===== src/rtl/ram_access_ctrl.sv =====
// Request sequencer for a word array of RAM1x2bit cells: one write or dual read at a time,
// one-hot strobe decode, and registered read response on a valid/ready handshake.
module ram_access_ctrl #(
   parameter int unsigned WORDS  = 4,
   parameter int unsigned ADDR_W = 2,
   parameter int unsigned DATA_W = 2
) (
   input  logic                      clk,
   input  logic                      reset,
   input  logic                      req_valid,
   output logic                      req_ready,
   input  logic                      req_write,
   input  logic [ADDR_W-1:0]         req_addr_a,
   input  logic [ADDR_W-1:0]         req_addr_b,
   input  logic [DATA_W-1:0]         req_wdata,
   output logic [DATA_W-1:0]         Write_Data,
   output logic [WORDS-1:0]          Write_Select,
   output logic [WORDS-1:0]          Read_Select_1,
   output logic [WORDS-1:0]          Read_Select_2,
   input  logic [WORDS*DATA_W-1:0]   mem_rdata_1,
   input  logic [WORDS*DATA_W-1:0]   mem_rdata_2,
   output logic                      rsp_valid,
   input  logic                      rsp_ready,
   output logic [DATA_W-1:0]         rsp_data_1,
   output logic [DATA_W-1:0]         rsp_data_2
);

   typedef enum logic [1:0] {StIdle, StWrite, StRead, StResp} state_e;

   state_e              r_state;
   state_e              w_state_next;
   logic [ADDR_W-1:0]   r_addr_a;
   logic [ADDR_W-1:0]   r_addr_b;
   logic [DATA_W-1:0]   r_write_data;
   logic [DATA_W-1:0]   r_rsp_data_1;
   logic [DATA_W-1:0]   r_rsp_data_2;
   logic [WORDS-1:0]    w_sel_a;
   logic [WORDS-1:0]    w_sel_b;
   logic [DATA_W-1:0]   w_rd_1;
   logic [DATA_W-1:0]   w_rd_2;
   logic                w_accept;

   assign w_accept = (r_state == StIdle) && req_valid;

   always_ff @(posedge clk) begin
      if (reset) begin
         r_state <= StIdle;
      end else begin
         r_state <= w_state_next;
      end
   end

   always_comb begin
      w_state_next = r_state;
      unique case (r_state)
         StIdle:  if (req_valid) w_state_next = req_write ? StWrite : StRead;
         StWrite: w_state_next = StIdle;
         StRead:  w_state_next = StResp;
         StResp:  if (rsp_ready) w_state_next = StIdle;
         default: w_state_next = StIdle;
      endcase
   end

   // Out-of-range addresses match no word, so they decode to an all-zero select and mux to 0.
   always_comb begin
      w_sel_a = '0;
      w_sel_b = '0;
      w_rd_1  = '0;
      w_rd_2  = '0;
      for (int i = 0; i < WORDS; i++) begin
         if (r_addr_a == ADDR_W'(i)) begin
            w_sel_a[i] = 1'b1;
            w_rd_1     = mem_rdata_1[i*DATA_W +: DATA_W];
         end
         if (r_addr_b == ADDR_W'(i)) begin
            w_sel_b[i] = 1'b1;
            w_rd_2     = mem_rdata_2[i*DATA_W +: DATA_W];
         end
      end
   end

   always_ff @(posedge clk) begin
      if (reset) begin
         r_addr_a     <= '0;
         r_addr_b     <= '0;
         r_write_data <= '0;
         r_rsp_data_1 <= '0;
         r_rsp_data_2 <= '0;
      end else begin
         if (w_accept) begin
            r_addr_a <= req_addr_a;
            r_addr_b <= req_addr_b;
            if (req_write) r_write_data <= req_wdata;
         end
         if (r_state == StRead) begin
            r_rsp_data_1 <= w_rd_1;
            r_rsp_data_2 <= w_rd_2;
         end
      end
   end

   always_comb begin
      req_ready     = (r_state == StIdle);
      rsp_valid     = (r_state == StResp);
      Write_Select  = (r_state == StWrite) ? w_sel_a : '0;
      Read_Select_1 = (r_state == StRead)  ? w_sel_a : '0;
      Read_Select_2 = (r_state == StRead)  ? w_sel_b : '0;
      Write_Data    = r_write_data;
      rsp_data_1    = r_rsp_data_1;
      rsp_data_2    = r_rsp_data_2;
   end

endmodule


===== config.mk =====
export PLATFORM = sky130hd
export DESIGN_NAME = ram_access_ctrl
export DESIGN_NICKNAME = d
export VERILOG_FILES = /design/src/rtl/ram_access_ctrl.sv
export SDC_FILE = /design/constraint.sdc
export NUM_CORES = 1
export LEC_CHECK = 0
export BUFFER_PORTS_ARGS = -buffer_cell sky130_fd_sc_hd__buf_2
export CORE_MARGIN = 1.5
export CORE_UTILIZATION = 45
export CTS_BUF_LIST = sky130_fd_sc_hd__clkbuf_4
export DETAILED_ROUTE_END_ITERATION = 12
export MAX_ROUTING_LAYER = met4
export PLACE_DENSITY_LB_ADDON = 0.3
export SYNTH_ARGS = -nofsm -noshare
export SYNTH_HDL_FRONTEND = slang
export SYNTH_SLANG_ARGS = --single-unit

===== constraint.sdc =====
create_clock -name clk -period 1.7 [get_ports clk]
set_input_delay 0.17 -clock clk [delete_from_list [all_inputs] [get_ports clk]]
set_output_delay 0.17 -clock clk [all_outputs]
set_load 0.05 [all_outputs]

* Yosys cells after proc, flatten, opt, wreduce, memory -nomap -nowiden *
Index checks and enable logic that the tools add are counted.

word-level totals
  flip-flop bits (word level) = 12
  latch bits = 0
  RAM bits = 0
  ROM bits = 0
  output and inout port bits = 20
  logic and storage cells = 46
  memories = 0

cells by class
  $add $sub $neg = 0
  multipliers = 0
  div/mod/pow operators = 0
  $lt $le $gt $ge = 0
  equal/unequal tests = 11
  shifts and indexed selects = 0
  mux-type cells = 23
  bitwise operators = 0
  reductions and logical operators = 6

operators with widths
  kind                number
  $mux 2              11
  $eq 2x2->1 const B  6
  $mux 4              3
  $mux 1              8
  $pmux 2 s4          1
  $eq 2x1->1 const B  3
  $logic_not 2->1     3
  $reduce_and 2->1    2
  $ne 2x1->1 const B  1
  $ne 2x2->1 const B  1
  $logic_and 1x1->1   1

* Logic depth before layout (Yosys ltp) *
  depth after elaboration = 5
  gate-level depth with buffers = 5

* Worst setup path after synthesis *
No wires, ideal clock.

  path kind = flip-flop to output port
  start point = register r_state[0]
  end point = output Read_Select_2[2]
  data arrival time = 1855 ps
  required time = 1530 ps
  slack = -325 ps
  cell stages (with the launch flop) = 5
  path buffers = 2
  path through = dfxtp_1 -> buf_6 -> nand2b_1 -> buf_2 -> nor3b_1

between the ends
  cells in the longest elaborated chain, start to end = 2

ends and longest elaborated chain
  element                   RTL line  RTL
  start: declaration        30        state_e r_state;
  start signal: assignment  47        r_state <= StIdle;
  start signal: assignment  49        r_state <= w_state_next;
  $eq 2x2->1                107       Read_Select_2 = (r_state == StRead) ? w_sel_b : '0;
  $mux 4                    107
  end: declaration          19        output logic [WORDS-1:0] Read_Select_2,

No other way between the ends.

* Worst setup path in the final report *
  start point = register r_addr_a[0]
  end point = output Write_Select[1]

between the ends
  cells in the longest elaborated chain, start to end = 3

ends and longest elaborated chain
  element                   RTL line  RTL
  start: declaration        32        logic [ADDR_W-1:0] r_addr_a;
  start signal: assignment  91        r_addr_a <= req_addr_a;
  $eq 2x1->1                71        if (r_addr_a == ADDR_W'(i)) begin
  $mux 1                    71
  $mux 4                    105       Write_Select = (r_state == StWrite) ? w_sel_a : '0;
  end: declaration          17        output logic [WORDS-1:0] Write_Select,

No other way between the ends.

==> results.ini <==
[status]
status = complete, no violations

[synth]
synthMuxAreaShare_pct = 21.58
compound_gate_fraction_of_synth_area_pct = 6.475
async_reset_ff_share_pct = 0
syn-mean-instance-area_um2 = 9.035
number_of_warnings_printed_during_yosys_synthesis = 0
synth_adder_area_share_pct = 0
yosysTopAreaCell = sky130_fd_sc_hd__dfxtp_1
ys_seq_elements = 12
synth_top_family_by_area = simple AND/OR/NAND/NOR gates
synth_seq_area_share_pct = 34.53
syn_nets = 104
synth.top_cell.area_share_pct = 34.53
yosys.area_share.xor_xnor_pct = 0
synthesis.area_um2 = 695.7
synth.area.top_cells = sky130_fd_sc_hd__dfxtp_1, sky130_fd_sc_hd__mux4_2, sky130_fd_sc_hd__mux2i_1
synth_simple_gate_area_share_pct = 29.50
synthDistinctLibCells = 22
synth-edff-count = 0
syn-instance-count = 77
postSynth.topFlopCell = sky130_fd_sc_hd__dfxtp_1

[pwr]
switching_share_pct = 35.96
clock_power_share_pct = 22.2
worst_ir_drop_vdd_mv = 0.5297
p_int_w = 0.0004888
power_density_nw_per_um2 = 806.9
power.switching_w = 0.0002745
seq_power_share_pct = 42.6
p_comb_share_pct = 35.1
power.static_leakage_nw = 0.4677

[route]
via_count = 712
drt-vias-per-instance = 5.159
drt.antenna.violating_nets = 0
totalWireLength_um = 1613
routed_len_inst_um = 11.69
detail_route.iter0.violations = 9
remaining_drc_errors = 0
detail_route.first_pass.iterations = 4

[clocking]
clockRootBuffer = sky130_fd_sc_hd__clkbuf_4
postCtsHoldBufs = 0
cts_tree = yes
cts_max_level = 1
numClockSinks = 12
clock_path_buffers = 2
post-cts-setup-buffer-count = 0
worst_setup_hold_path_clk_slew_ps = 70
clk-insertion-delay-late_ps = 270
numCtsBuffers = 3
post_cts_resized = 0

[setup_path]
path_max_fanout = 8
setup.worst_path.class = reg2out
required_ps = 1530
cp-start-kind = register
endpoint_kind = primary output
reg2reg_depth = 3
critPathArrivalTime_ps = 1390

[min_path]
worst_hold_path_type = in2reg
holdPathStages = 3

[sta]
grt_setup_unrepaired = no
finalWorstPathRequiredPeriod_ps = 1564
worst_pin_slew_ps = 392.1
maxClockFrequency_mhz = 639.2
final.setup_skew_ps = 2.622
max_slew_violation_count = 0
finalCritPeriodShare_pct = 92.03
slew_headroom_pct = 73.86
report.final.setup_viol = 0
hold_viol_final = 0

[global_route]
first_pass_grt_wire_length_um = 2670
grt_pass1_vias = 654
number_of_antenna_violations_at_the_first_check_in_global_routing = 0
grt_max_degree = 13
tot_gr_track_use_pct = 20.09
global_route.overflow_total = 0

[place]
place.gp.congestion = 0.7236
dpl-instance-area_um2 = 923.4
placed_cells = 135
detailed_place_hpwl_um = 1319
placement.io_buffers = 46

[final_layout]
diodes = 0
syn2layout_area_growth_pct = 35.97
final_non_filler_cell_area_um2 = 945.9
post_route_cells_drive_above_1_share_pct = 49.18
nets = 151
finalNonFillerCells = 138

[floorplanning]
dieWidth_um = 42.32
core.rowCount = 14
core_um2 = 1471
design.portCount = 47
initial_core_util_pct = 47.28
die_h_um = 42.32
die-area_um2 = 1791

[flow_run]
number_of_maximum_capacitance_violations = 0

[state kept, by name, indices dropped and copies added, names as in the netlist]
register / cells
rsp_data_1: 2
Write_Data: 2
r_state: 2
r_addr_b: 2
r_addr_a: 2
rsp_data_2: 2
[critical path, stage by stage, from the launching register on]
cell and delay, ps:
sky130_fd_sc_hd__dfxtp_1 500, sky130_fd_sc_hd__or2b_1 270, sky130_fd_sc_hd__nor2_1 90, sky130_fd_sc_hd__buf_2 260
[logic make-up (layout without fill, tap and decap cells)]
kind of cell,count (synthesis),count (layout)
mux,10,10
simple gates,40,40
compound gates,8,8
flops,12,12
buf+inv,7,52
[stage by stage]
stage          worst slack, ps  total power, W  hold WS, ps  TNS, ps  util [%]
2_1_floorplan           -223.1       0.0005381        239.1   -446.2         -
3_3_place_gp             420.1       0.0005955        406.2        0     62.76
3_5_place_dp             417.6       0.0006016        416.8        0     62.76
4_1_cts                  127.4       0.0007683        134.6        0     64.29
5_1_grt                  16.10       0.0008018        162.3        0     64.29
6_report                 135.5       0.0007632        132.9        0     64.29
[cells in the mapped netlist (2+ instances only)]
library cell,number
sky130_fd_sc_hd__nor3_1,3
sky130_fd_sc_hd__mux2i_1,6
sky130_fd_sc_hd__nor2_1,15
sky130_fd_sc_hd__nand2b_1,4
sky130_fd_sc_hd__nand2_1,10
sky130_fd_sc_hd__nor2b_1,2
sky130_fd_sc_hd__dfxtp_1,12
sky130_fd_sc_hd__buf_6,3
sky130_fd_sc_hd__a21oi_1,6
sky130_fd_sc_hd__mux4_2,4
[final timing paths]
path	slack, ps	end	start
worst max-delay path	140	Write_Select[1]	r_addr_a[0]
worst min-delay path	130	Write_Data[0]	req_wdata[0]
worst max register to register	400	rsp_data_1[0]	r_addr_a[0]
worst min register to register	460	rsp_data_2[1]	rsp_data_2[1]
[per-layer routing]
| layer | global-route usage, % | wire length (um) |
|---|---|---|
| met3 | 3.017 | 109 |
| met4 | 11.25 | 38 |
| met1 | 23.10 | 654 |
| met2 | 33.23 | 810 |
| met5 | - | 0 |
[cell type report]
type	count	area [um^2]
multi-input cells	58	410.4
flip-flops and latches	12	240.2
fillers	137	525.5
repair buffers	49	252.7
clock buffers	3	22.52
well taps	16	20.02
[power by group through the flow]
stage | logic (W) | clock network, W | registers (W)
after floorplan | 0.000187 | 0 | 0.000351
final | 0.000268 | 0.000170 | 0.000325
after CTS | 0.000271 | 0.000172 | 0.000326
after global routing | 0.000287 | 0.000185 | 0.000330
after global placement | 0.000264 | 0 | 0.000332
after detailed placement | 0.000270 | 0 | 0.000332
[cells in the final DEF, fill, tap and decap left out, drive strengths merged]
cell type	instances
buf	49
nor2	15
dfxtp	12
nand2	10
mux2i	6
a21oi	6
nand2b	4
mux4	4
clkbuf	3
nor3	3
nor2b	2
nor3b	2
or2b	1
and2	1
and3	1
and4bb	1
o21bai	1
o21a	1
Note: power is estimated with default switching activity, not from simulation.
